<file path="src/rtl/traffic_phase_controller.sv">
// Traffic phase controller: steps a PIFO test run through warm-up, generate,
// drain and done phases. During the generate phase it shares the single PIFO
// enqueue port among the traffic generators in round-robin order.
module traffic_phase_controller #(
  parameter int NUM_TG       = 4,
  parameter int CNT_W        = 32,
  parameter int PTR_W        = 16,
  parameter int PRIO_W       = 16,
  parameter int DRAIN_CYCLES = 16,
  parameter int SRC_W        = $clog2(NUM_TG)
) (
  input  logic                     clk,
  input  logic                     reset,
  input  logic                     i__start,
  input  logic [CNT_W-1:0]         i__warmup_cycles,
  input  logic [CNT_W-1:0]         i__generate_cycles,
  input  logic                     i__pifo_ready,
  input  logic [NUM_TG-1:0]        i__tg_valid,
  input  logic [NUM_TG*PTR_W-1:0]  i__tg_pointer,
  input  logic [NUM_TG*PRIO_W-1:0] i__tg_priority,
  output logic                     o__generate_phase,
  output logic [CNT_W-1:0]         o__phase_count,
  output logic [NUM_TG-1:0]        o__tg_ready,
  output logic                     o__pifo_enq_valid,
  output logic [PTR_W-1:0]         o__pifo_enq_pointer,
  output logic [PRIO_W-1:0]        o__pifo_enq_priority,
  output logic [SRC_W-1:0]         o__pifo_enq_source,
  output logic [2:0]               o__state,
  output logic [CNT_W-1:0]         o__enq_count,
  output logic                     o__done
);

  typedef enum logic [2:0] {
    ST_IDLE     = 3'd0,
    ST_WARMUP   = 3'd1,
    ST_GENERATE = 3'd2,
    ST_DRAIN    = 3'd3,
    ST_DONE     = 3'd4
  } state_t;

  localparam logic [CNT_W-1:0] CNT_ONE    = CNT_W'(1);
  localparam logic [CNT_W-1:0] DRAIN_LAST = CNT_W'(DRAIN_CYCLES - 1);

  state_t            state;
  logic [CNT_W-1:0]  phase_count;
  logic [CNT_W-1:0]  warmup_len;
  logic [CNT_W-1:0]  generate_len;
  logic [CNT_W-1:0]  enq_count;
  logic [SRC_W-1:0]  rr;
  logic              done;
  logic              generate_phase;
  logic              grant;
  logic              enq_valid;
  logic              warmup_last;
  logic              generate_last;
  logic              drain_last;

  // A zero length still occupies one cycle, so zero counts as "last cycle".
  assign warmup_last   = (warmup_len == '0)   || (phase_count == warmup_len - CNT_ONE);
  assign generate_last = (generate_len == '0) || (phase_count == generate_len - CNT_ONE);
  assign drain_last    = (phase_count == DRAIN_LAST);

  // Phase FSM with its phase/enqueue counters and the round-robin pointer.
  always_ff @(posedge clk or negedge reset) begin
    if (!reset) begin
      state        <= ST_IDLE;
      phase_count  <= '0;
      warmup_len   <= '0;
      generate_len <= '0;
      enq_count    <= '0;
      rr           <= '0;
      done         <= 1'b0;
    end else begin
      if (grant) begin
        rr <= rr + SRC_W'(1);
      end
      if (enq_valid && (enq_count != '1)) begin
        enq_count <= enq_count + CNT_ONE;
      end
      case (state)
        ST_IDLE, ST_DONE: begin
          phase_count <= '0;
          if (i__start) begin
            warmup_len   <= i__warmup_cycles;
            generate_len <= i__generate_cycles;
            enq_count    <= '0;
            state        <= ST_WARMUP;
            done         <= 1'b0;
          end
        end
        ST_WARMUP: begin
          if (warmup_last) begin
            state       <= ST_GENERATE;
            phase_count <= '0;
          end else begin
            phase_count <= phase_count + CNT_ONE;
          end
        end
        ST_GENERATE: begin
          if (generate_last) begin
            state       <= ST_DRAIN;
            phase_count <= '0;
          end else begin
            phase_count <= phase_count + CNT_ONE;
          end
        end
        ST_DRAIN: begin
          if (drain_last) begin
            state       <= ST_DONE;
            phase_count <= '0;
            done        <= 1'b1;
          end else begin
            phase_count <= phase_count + CNT_ONE;
          end
        end
        default: begin
          state       <= ST_IDLE;
          phase_count <= '0;
          done        <= 1'b0;
        end
      endcase
    end
  end

  // Grant and enqueue mux stay combinational: a generator's valid may depend on its ready.
  always_comb begin
    generate_phase       = (state == ST_GENERATE) && (generate_len != '0);
    grant                = generate_phase && i__pifo_ready;
    enq_valid            = 1'b0;
    o__tg_ready          = '0;
    o__pifo_enq_pointer  = '0;
    o__pifo_enq_priority = '0;
    o__pifo_enq_source   = '0;
    for (int k = 0; k < NUM_TG; k++) begin
      if (grant && (rr == SRC_W'(k))) begin
        o__tg_ready[k] = 1'b1;
        if (i__tg_valid[k]) begin
          enq_valid            = 1'b1;
          o__pifo_enq_pointer  = i__tg_pointer[k*PTR_W +: PTR_W];
          o__pifo_enq_priority = i__tg_priority[k*PRIO_W +: PRIO_W];
          o__pifo_enq_source   = SRC_W'(k);
        end
      end
    end
  end

  assign o__generate_phase = generate_phase;
  assign o__pifo_enq_valid = enq_valid;
  assign o__phase_count    = phase_count;
  assign o__state          = state;
  assign o__enq_count      = enq_count;
  assign o__done           = done;

endmodule

</file>
<file path="config.mk">
export PLATFORM = sky130hd
export DESIGN_NAME = traffic_phase_controller
export DESIGN_NICKNAME = d
export VERILOG_FILES = /design/src/rtl/traffic_phase_controller.sv
export SDC_FILE = /design/constraint.sdc
export NUM_CORES = 1
export LEC_CHECK = 0
export ABC_AREA = 1
export BUFFER_PORTS_ARGS = -buffer_cell sky130_fd_sc_hd__buf_2
export CAP_MARGIN = 0
export CORE_ASPECT_RATIO = 0.6
export CORE_UTILIZATION = 58
export DETAILED_ROUTE_END_ITERATION = 6
export GPL_ROUTABILITY_DRIVEN = 0
export GPL_TIMING_DRIVEN = 0
export PLACE_DENSITY = 0.85
export SKIP_CTS_REPAIR_TIMING = 1
export SLEW_MARGIN = 20
export SYNTH_ARGS = -nofsm -noshare
export SYNTH_HDL_FRONTEND = slang
export SYNTH_SLANG_ARGS = --single-unit
export TNS_END_PERCENT = 20
</file>
<file path="constraint.sdc">
create_clock -name clk -period 6.6 [get_ports clk]
set_input_delay 0.66 -clock clk [delete_from_list [all_inputs] [get_ports clk]]
set_output_delay 0.66 -clock clk [all_outputs]
set_load 0.01 [all_outputs]
</file>
Word level (Yosys, flattened, before mapping)
Cells that the tools add are included.
- add/sub/neg operators: 5
- equality and inequality tests: 15
- mux-type cells: 49
- bitwise operators: 1
- reductions and logical operators: 19
- operators by type and width (operator ; count):
    $mux 16 ; 16
    $mux 32 ; 6
    $pmux 32 s3 ; 1
    $add 32x1->32 const B ; 2
    $eq 32x32->1 ; 2
    $logic_not 32->1 ; 2
    $sub 32x1->32 const B ; 2
    $eq 32x4->1 const B ; 1
    $ne 32x32->1 const B ; 1
    $reduce_bool 32->1 ; 1
    $mux 1 ; 16
    $mux 3 ; 4
    $pmux 3 s4 ; 1
    $mux 2 ; 4
    $ne 2x2->1 const B ; 4
    $logic_and 1x1->1 ; 7
    $eq 3x2->1 const B ; 2
    $eq 2x2->1 const B ; 2
    $reduce_and 4->1 ; 1
    $reduce_or 2->1 ; 2
    $eq 3x1->1 const B ; 1
    $eq 3x3->1 const B ; 1
    $logic_not 3->1 ; 1
    $pmux 1 s3 ; 1
    7 further kinds ; 8
- register bits: 134
- input port bits: 200
- output and inout bits: 108
- logic and storage cells: 96

Longest topological paths before layout
Gate-level depths: netlist of the first run.
- word-level depth: 15
- mapped depth: 20

Least setup slack after synthesis of the first run
OpenSTA, ideal clock, no wires.
- path type: flip-flop to output port
- start point: register generate_len[0]
- end point: output port o__pifo_enq_pointer[10]
- arrival: 2090 ps
- setup slack: 3850 ps
- stages on the path, launching flop included: 14
- buffers on the path: 1
- cells stage by stage: dfrtp_1 -> inv_1 -> ha_1 -> nand3_1 -> nor2_1 -> nand2_1 -> o21a_4 -> nand2_2 -> nor3_4 -> clkbuf_1 -> nand3_1 -> nand2_1 -> o21ai_0 -> o21ai_0
- longest elaborated chain between the ends: 11
- ends and longest elaborated chain (item ; line ; RTL):
    from (decl) ; 47 ; logic [CNT_W-1:0] generate_len;
    from (signal assigned) ; 85 ; generate_len <= i__generate_cycles;
    $reduce_bool 32->1 (*) ; 127 ; generate_phase = (state == ST_GENERATE) && (generate_len != '0);
    $logic_and 1x1->1 (*) ; 127 ;
    via o__generate_phase ; 21 ; output logic o__generate_phase,
    $logic_and 1x1->1 (*) ; 128 ; grant = generate_phase && i__pifo_ready;
    $logic_and 1x1->1 ; 135 ; if (grant && (rr == SRC_W'(k))) begin
    $mux 16 ; 135 ;
    $mux 16 ; 137 ; if (i__tg_valid[k]) begin
    $mux 16 ; 135 ;
    $mux 16 ; 137 ;
    $mux 16 ; 135 ;
    $mux 16 ; 137 ;
    $mux 16 (*) ; 135 ;
    to (decl) ; 25 ; output logic [PTR_W-1:0] o__pifo_enq_pointer,
The timed path passes the listed nets; every way through them passes the cells marked *.

Worst setup path in the final report of the first run
- start point: register generate_len[19]
- end point: output port o__pifo_enq_priority[0]
- longest elaborated chain between the ends: 11
- ends and longest elaborated chain (item ; line ; RTL):
    $reduce_bool 32->1 (*) ; 127 ;
    $logic_and 1x1->1 (*) ; 127 ;
    $logic_and 1x1->1 (*) ; 128 ;
    $logic_and 1x1->1 ; 135 ;
    $mux 16 ; 135 ;
    $mux 16 ; 137 ;
    $mux 16 ; 135 ;
    $mux 16 ; 137 ;
    $mux 16 ; 135 ;
    $mux 16 ; 137 ;
    $mux 16 (*) ; 135 ;
    to (decl) ; 26 ; output logic [PRIO_W-1:0] o__pifo_enq_priority,
Mark *: on every way between the ends. The rest lies on a longest branch, timed or not.

==> results of run 1 <==
-- report_power, final --
| group | total, mW | internal [mW] | switching (mW) |
|---|---|---|---|
| clock network | 1.00 | 0.639 | 0.363 |
| registers | 1.40 | 1.05 | 0.342 |
| logic | 1.85 | 0.652 | 1.19 |
-- worst max-delay path: stages, from the launching register on --
cell,delay (ps)
dfrtp_1,450
nor2_1,180
nand2_1,130
nor2_1,470
nand2_1,140
o21a_4,290
nand3_1,160
nor2_4,90
clkbuf_1,260
a21oi_1,390
nand2_1,90
o21ai_0,80
o21ai_0,170
buf_2,200
-- cell usage after synthesis, drive strengths merged, types with 11 or more instances --
master,n
nand2,548
nor2,202
inv,152
dfrtp,134
nand3,121
o21ai,118
a21oi,90
xor2,58
clkbuf,46
nor3,41
xnor2,29
nand4,28
buf,24
nor4,19
nand3b,11
or2,11
-- through the flow --
step / std cells / area, um2 / power, mW / hold slack (ps) / setup slack [ps]
6_report: 2246 / 13200 / 4.24 / 131 / 2400
5_1_grt: 2246 / 13200 / 4.48 / 149 / 2390
4_1_cts: 2246 / 13200 / 4.14 / 139 / 2660
3_5_place_dp: 2217 / 12600 / 3.12 / 472 / 3170
3_3_place_gp: 2216 / 12600 / 3.05 / 456 / 2980
2_1_floorplan: 1670 / 10700 / 2.50 / 364 / 3850
-- path summary, 6_finish.rpt --
| path | from | endpoint | slack (ps) | depth (start not counted) |
|---|---|---|---|---|
| worst max-delay path | generate_len[19] | o__pifo_enq_priority[0] | 2400 | 13 |
| worst min-delay path | reset | generate_len[25] | 130 | 1 |
| worst max register to register | o__state[0] | generate_len[23] | 3010 | 7 |
| min in group clk | i__generate_cycles[30] | generate_len[30] | 430 | 3 |
| max in group asynchronous | reset | warmup_len[3] | 5660 | 2 |
| worst min register to register | o__done | o__done | 490 | 2 |
-- layer usage --
layer	up-vias	track usage [%]
li1	6030	-
met3	158	17.8
met4	0	18.1
met2	1173	61.3
met1	6095	61.6
met5	-	0
-- cells by family (layout without fill, tap and decap cells) --
family          after synthesis  after routing  synth area share (%)
compound gates              226            226                  11.5
xor+xnor                     91             91                  7.95
fa+ha+maj                    10             10                  1.17
buf+inv                     224            560                  8.66
flops                       134            134                  31.2
simple gates                985            985                  39.5
-- sequential cells by signal, indices dropped and copies added, names as in the netlist --
signal	cells
generate_len	32
o__enq_count	32
o__phase_count	32
warmup_len	32
o__state	3
rr	2
o__done	1
-- area by class of cell --
class / count / share of cell area [%]
buffer: 70 / 2.64
clock buffer: 26 / 3.86
clock inverter: 3 / 0.682
inverter: 154 / 4.40
multi-input combinational: 1312 / 48.9
sequential: 134 / 25.4
tap: 240 / 2.27
timing repair buffer: 307 / 11.9
==> results.toml, run 1 <==
[logic_synthesis]
synthTopCellsByArea = "dfrtp_1, nand2_1, nor2_1"
async_reset_ff_share_pct = 100
post-synth-top-area-cell = "dfrtp_1"
synth_edf_count = 0
avgSynthCellArea_um2 = 6.43
ys_seq_area_share_pct = 31.2
synth_flop_cell = "dfrtp_1"
synth-seq-cells = 134
yosysWarnings = 0
ys_types = 49
synth_cells = 1670
synth.net_count = 1880
synth_area_mm2 = 0.0107
yosysTopAreaCellShare_pct = 31.2

[grt]
antenna_found_initial = 1
grt_pass1_wl_um = 63900
overflow = 0
grt_max_degree = 87
grt_pass1_vias = 12000
grt_usage_pct = 44.6

[final_layout]
drive_gt1_share_pct = 20.2
nets = 2206
fill_cells = 1526
finish.utilization_pct = 73.1
num_antenna_cells = 0
multiInputGateArea_mm2 = 0.00645
layout_common_cells = "nand2_1, buf_2, nor2_1, inv_1, dfrtp_1"
area_delta_synth_final_pct = 23.0
ff_latch_area_mm2 = 0.00335
final_common_cell = "nand2_1"

[sta]
setup_viol = 0
fin_setup_tns_ps = 0
drv_slew = 0
fmax_mhz = 238
final_hold_viol_count = 0
post-route-min-period_ps = 4200
rsz0062_at_grt = "false"
skew_ps = 10.9
fin_crit_sh_pct = 63.6
maxSlewHeadroom_pct = 38.9
worstMarginPinSlew_ps = 913

[power]
ir_worst_vdd_mv = 0.209
leakagePower_nw = 6.75
power_per_cell_area_mw_per_mm2 = 321

[clocking]
clkLatencyLatePin_ps = 440
cts_buffers = 17
htree_levels = 4
tritoncts = "done"
clock-sinks = 134
cts_buffer_depth = 2
cts_root_buffer = "clkbuf_16"
path_clk_slew_ps = 60

[outcome]
outcome = "complete, but fails checks"
violations = "design-rule violations"

[detailed_routing]
dr.first_iter.drc_count = 2132
vias_per_cell = 5.99
drtPass1Iterations = 7
wire_per_inst_um = 19.0
dr_total_vias = 13500
ant_nets = 0
wl_met3_um = 7390
drc = 5
routed.top_layer = "met4"
wl_met2_um = 16900
drt-total-wl_um = 42700
wl_met1_um = 16700

[setup_path]
critical_path_peak_fanout = 10
crit_arrival_ps = 3540
start_kind = "flip-flop"
crit_type = "flip-flop to primary output"
cp.required_ps = 5940
endpoint_kind = "primary output"

[floorplanning]
dieArea_mm2 = 0.0191
floorplan.die.height_um = 107
die_w_um = 178
start_util_pct = 59.4
pin_count = 308
row_count = 38
coreArea_mm2 = 0.0181

[min_path]
hp-class = "input port to asynchronous set/reset pin"

[placed_design]
io_buffer_count = 306
dp_hpwl_um = 33300

[flow_run]
cap_violations = 0
No activity file was read; power rests on OpenSTA's default activity.
==> run 2, diff against run 1 <==
--- a/config.mk
+++ b/config.mk
@@ -9,11 +9,11 @@
 export BUFFER_PORTS_ARGS = -buffer_cell sky130_fd_sc_hd__buf_2
 export CAP_MARGIN = 0
 export CORE_ASPECT_RATIO = 0.6
-export CORE_UTILIZATION = 58
+export CORE_UTILIZATION = 54
 export DETAILED_ROUTE_END_ITERATION = 6
 export GPL_ROUTABILITY_DRIVEN = 0
 export GPL_TIMING_DRIVEN = 0
-export PLACE_DENSITY = 0.85
+export PLACE_DENSITY = 0.8
 export SKIP_CTS_REPAIR_TIMING = 1
 export SLEW_MARGIN = 20
 export SYNTH_ARGS = -nofsm -noshare
==> constraint.sdc (replaced) <==
create_clock -name clk -period 3.9 [get_ports clk]
set_input_delay 0.39 -clock clk [delete_from_list [all_inputs] [get_ports clk]]
set_output_delay 0.39 -clock clk [all_outputs]
set_load 0.01 [all_outputs]
==> run 2 against run 1 <==
  * The run still ends with design-rule violations left
  * Critical path depth is 1 higher
  * Total power rose by 67%
  * Routed wire length is 1.5% lower
  * Global-route usage fell by 2.9 points
  * Cell area rose by 0.30%
  * Combinational power increased by 66%
  * Clock power grew 66%
  * Die area increased by 7.3%
  * Non-clock buffer count increased by 1
  * Cell count grew 1.3%
  * Flip-flop and latch count unchanged
  * Utilization shrank 4.2 points
==> results.toml, run 2 (synthesized netlist as in run 1, its figures left out) <==
[outcome]
outcome = "complete, but fails checks"
violations = "design-rule violations"

[min_path]
worstHoldStart = "i__warmup_cycles[5]"
min_delay_path_depth = 3
hp-class = "input port to flip-flop"

[sta]
skew_ps = 10.8
fin_setup_tns_ps = 0
maxSlewHeadroom_pct = 33.8
rsz0062_at_grt = "false"
fmax_mhz = 264
post-route-min-period_ps = 3790
drv_slew = 0
final_hold_viol_count = 0
setup_viol = 0
fin_crit_sh_pct = 97.3
worstMarginPinSlew_ps = 989

[grt]
overflow = 0
grt_pass1_wl_um = 64900
grt_usage_pct = 41.6
grt_pass1_vias = 11900
grt_max_degree = 70
antenna_found_initial = 0

[placed_design]
dp_hpwl_um = 33100
io_buffer_count = 306
placed_cells = 2243

[final_layout]
nets = 2207
ff_latch_area_mm2 = 0.00335
layout_common_cells = "nand2_1, buf_2, nor2_1, inv_1, dfrtp_1"
num_antenna_cells = 0
final_cells = 2276
drive_gt1_share_pct = 20.6
final_common_cell = "nand2_1"
area_delta_synth_final_pct = 23.4
fill_cells = 1750
multiInputGateArea_mm2 = 0.00645
finish.utilization_pct = 68.9

[detailed_routing]
vias_per_cell = 5.77
wire_per_inst_um = 18.5
ant_nets = 0
drc = 22
dr_total_vias = 13100
drt-total-wl_um = 42100
dr.first_iter.drc_count = 1845
drtPass1Iterations = 7

[setup_path]
critical_path_peak_fanout = 10
critPathTopFamily = "simple AND/OR/NAND/NOR gates"
cp_num_cells = 14
cp.required_ps = 3510
cp_common_cell = "nand2_1"
cpPeakStageDelay_ps = 430
r2r-start = "o__state[0]"
crit_arrival_ps = 3400
startpoint = "generate_len[25]"
reg2regPathDepth = 7
start_kind = "flip-flop"
path_buf_inv = 3
crit_type = "flip-flop to primary output"
cp_slowest_cell = "dfrtp_1"
path_cells = "nor2_1 -> nand2_1 -> nor3_1 -> nand2_1 -> o21a_4 -> nand3_1 -> nor2_4 -> inv_2 -> buf_2 -> nand3_1 -> nand2_1 -> o21ai_0 -> o21ai_1 -> buf_2"
endpoint_kind = "primary output"

[clocking]
tritoncts = "done"
clock-sinks = 134
path_clk_slew_ps = 60
cts_buffers = 17
cts_root_buffer = "clkbuf_16"
clkLatencyLatePin_ps = 440
cts_buffer_depth = 2
htree_levels = 4

[flow_run]
cap_violations = 0

[floorplanning]
coreArea_mm2 = 0.0192
dieArea_mm2 = 0.0205
floorplan.die.height_um = 111
pin_count = 308
die_w_um = 184
start_util_pct = 55.8
row_count = 39

[power]
power_per_cell_area_mw_per_mm2 = 535
ir_worst_vdd_mv = 0.339
leakagePower_nw = 6.75
==> run 2: area by class of cell <==
class | count | share of cell area (%)
multi-input cells | 1312 | 48.7
flip-flops and latches | 134 | 25.3
repair buffers | 308 | 11.9
inverters | 154 | 4.38
clock buffers | 20 | 3.52
plain buffers | 70 | 2.64
well taps | 266 | 2.51
clock inverters | 12 | 0.964
==> run 2: final timing paths <==
kind | end | slack (ps)
worst max-delay path | o__pifo_enq_pointer[7] | 110
worst min-delay path | warmup_len[5] | 160
worst max register to register | warmup_len[11] | 230
worst min register to register | o__done | 490
max in group asynchronous | warmup_len[1] | 2630
min in group asynchronous | o__enq_count[4] | 510
==> run 2: report_power, final <==
group	internal [mW]	switching, mW
sequential	1.78	0.571
clock	0.988	0.668
combinational	1.10	1.96
total	3.87	3.20
==> run 2: layer usage <==
layer / share of wire, % / GRT usage, % / vias up / wire length, um
li1: - / - / 6033 / -
met1: 41 / 58.5 / 5962 / 17200
met2: 39 / 56.7 / 1003 / 16400
met3: 16 / 15.8 / 127 / 6870
met4: 3.8 / 16.7 / 2 / 1590
met5: 0.090 / 2.25 / - / 38
==> run 2: per-stage QoR <==
step	power [mW]	cell area [um2]	worst slack [ps]	hold slack, ps
finish	7.08	13200	106	159
CTS	6.93	13200	158	-62.3
global route	7.52	13200	72.2	162
floorplan	4.24	10700	1420	94.4
detailed placement	5.27	12600	561	393
global placement	5.18	12600	506	486
==> run 2: tightest hold or removal path, cell delays in order <==
cell	delay [ps]
buf_2	80
nand2_1	40
o21ai_0	50
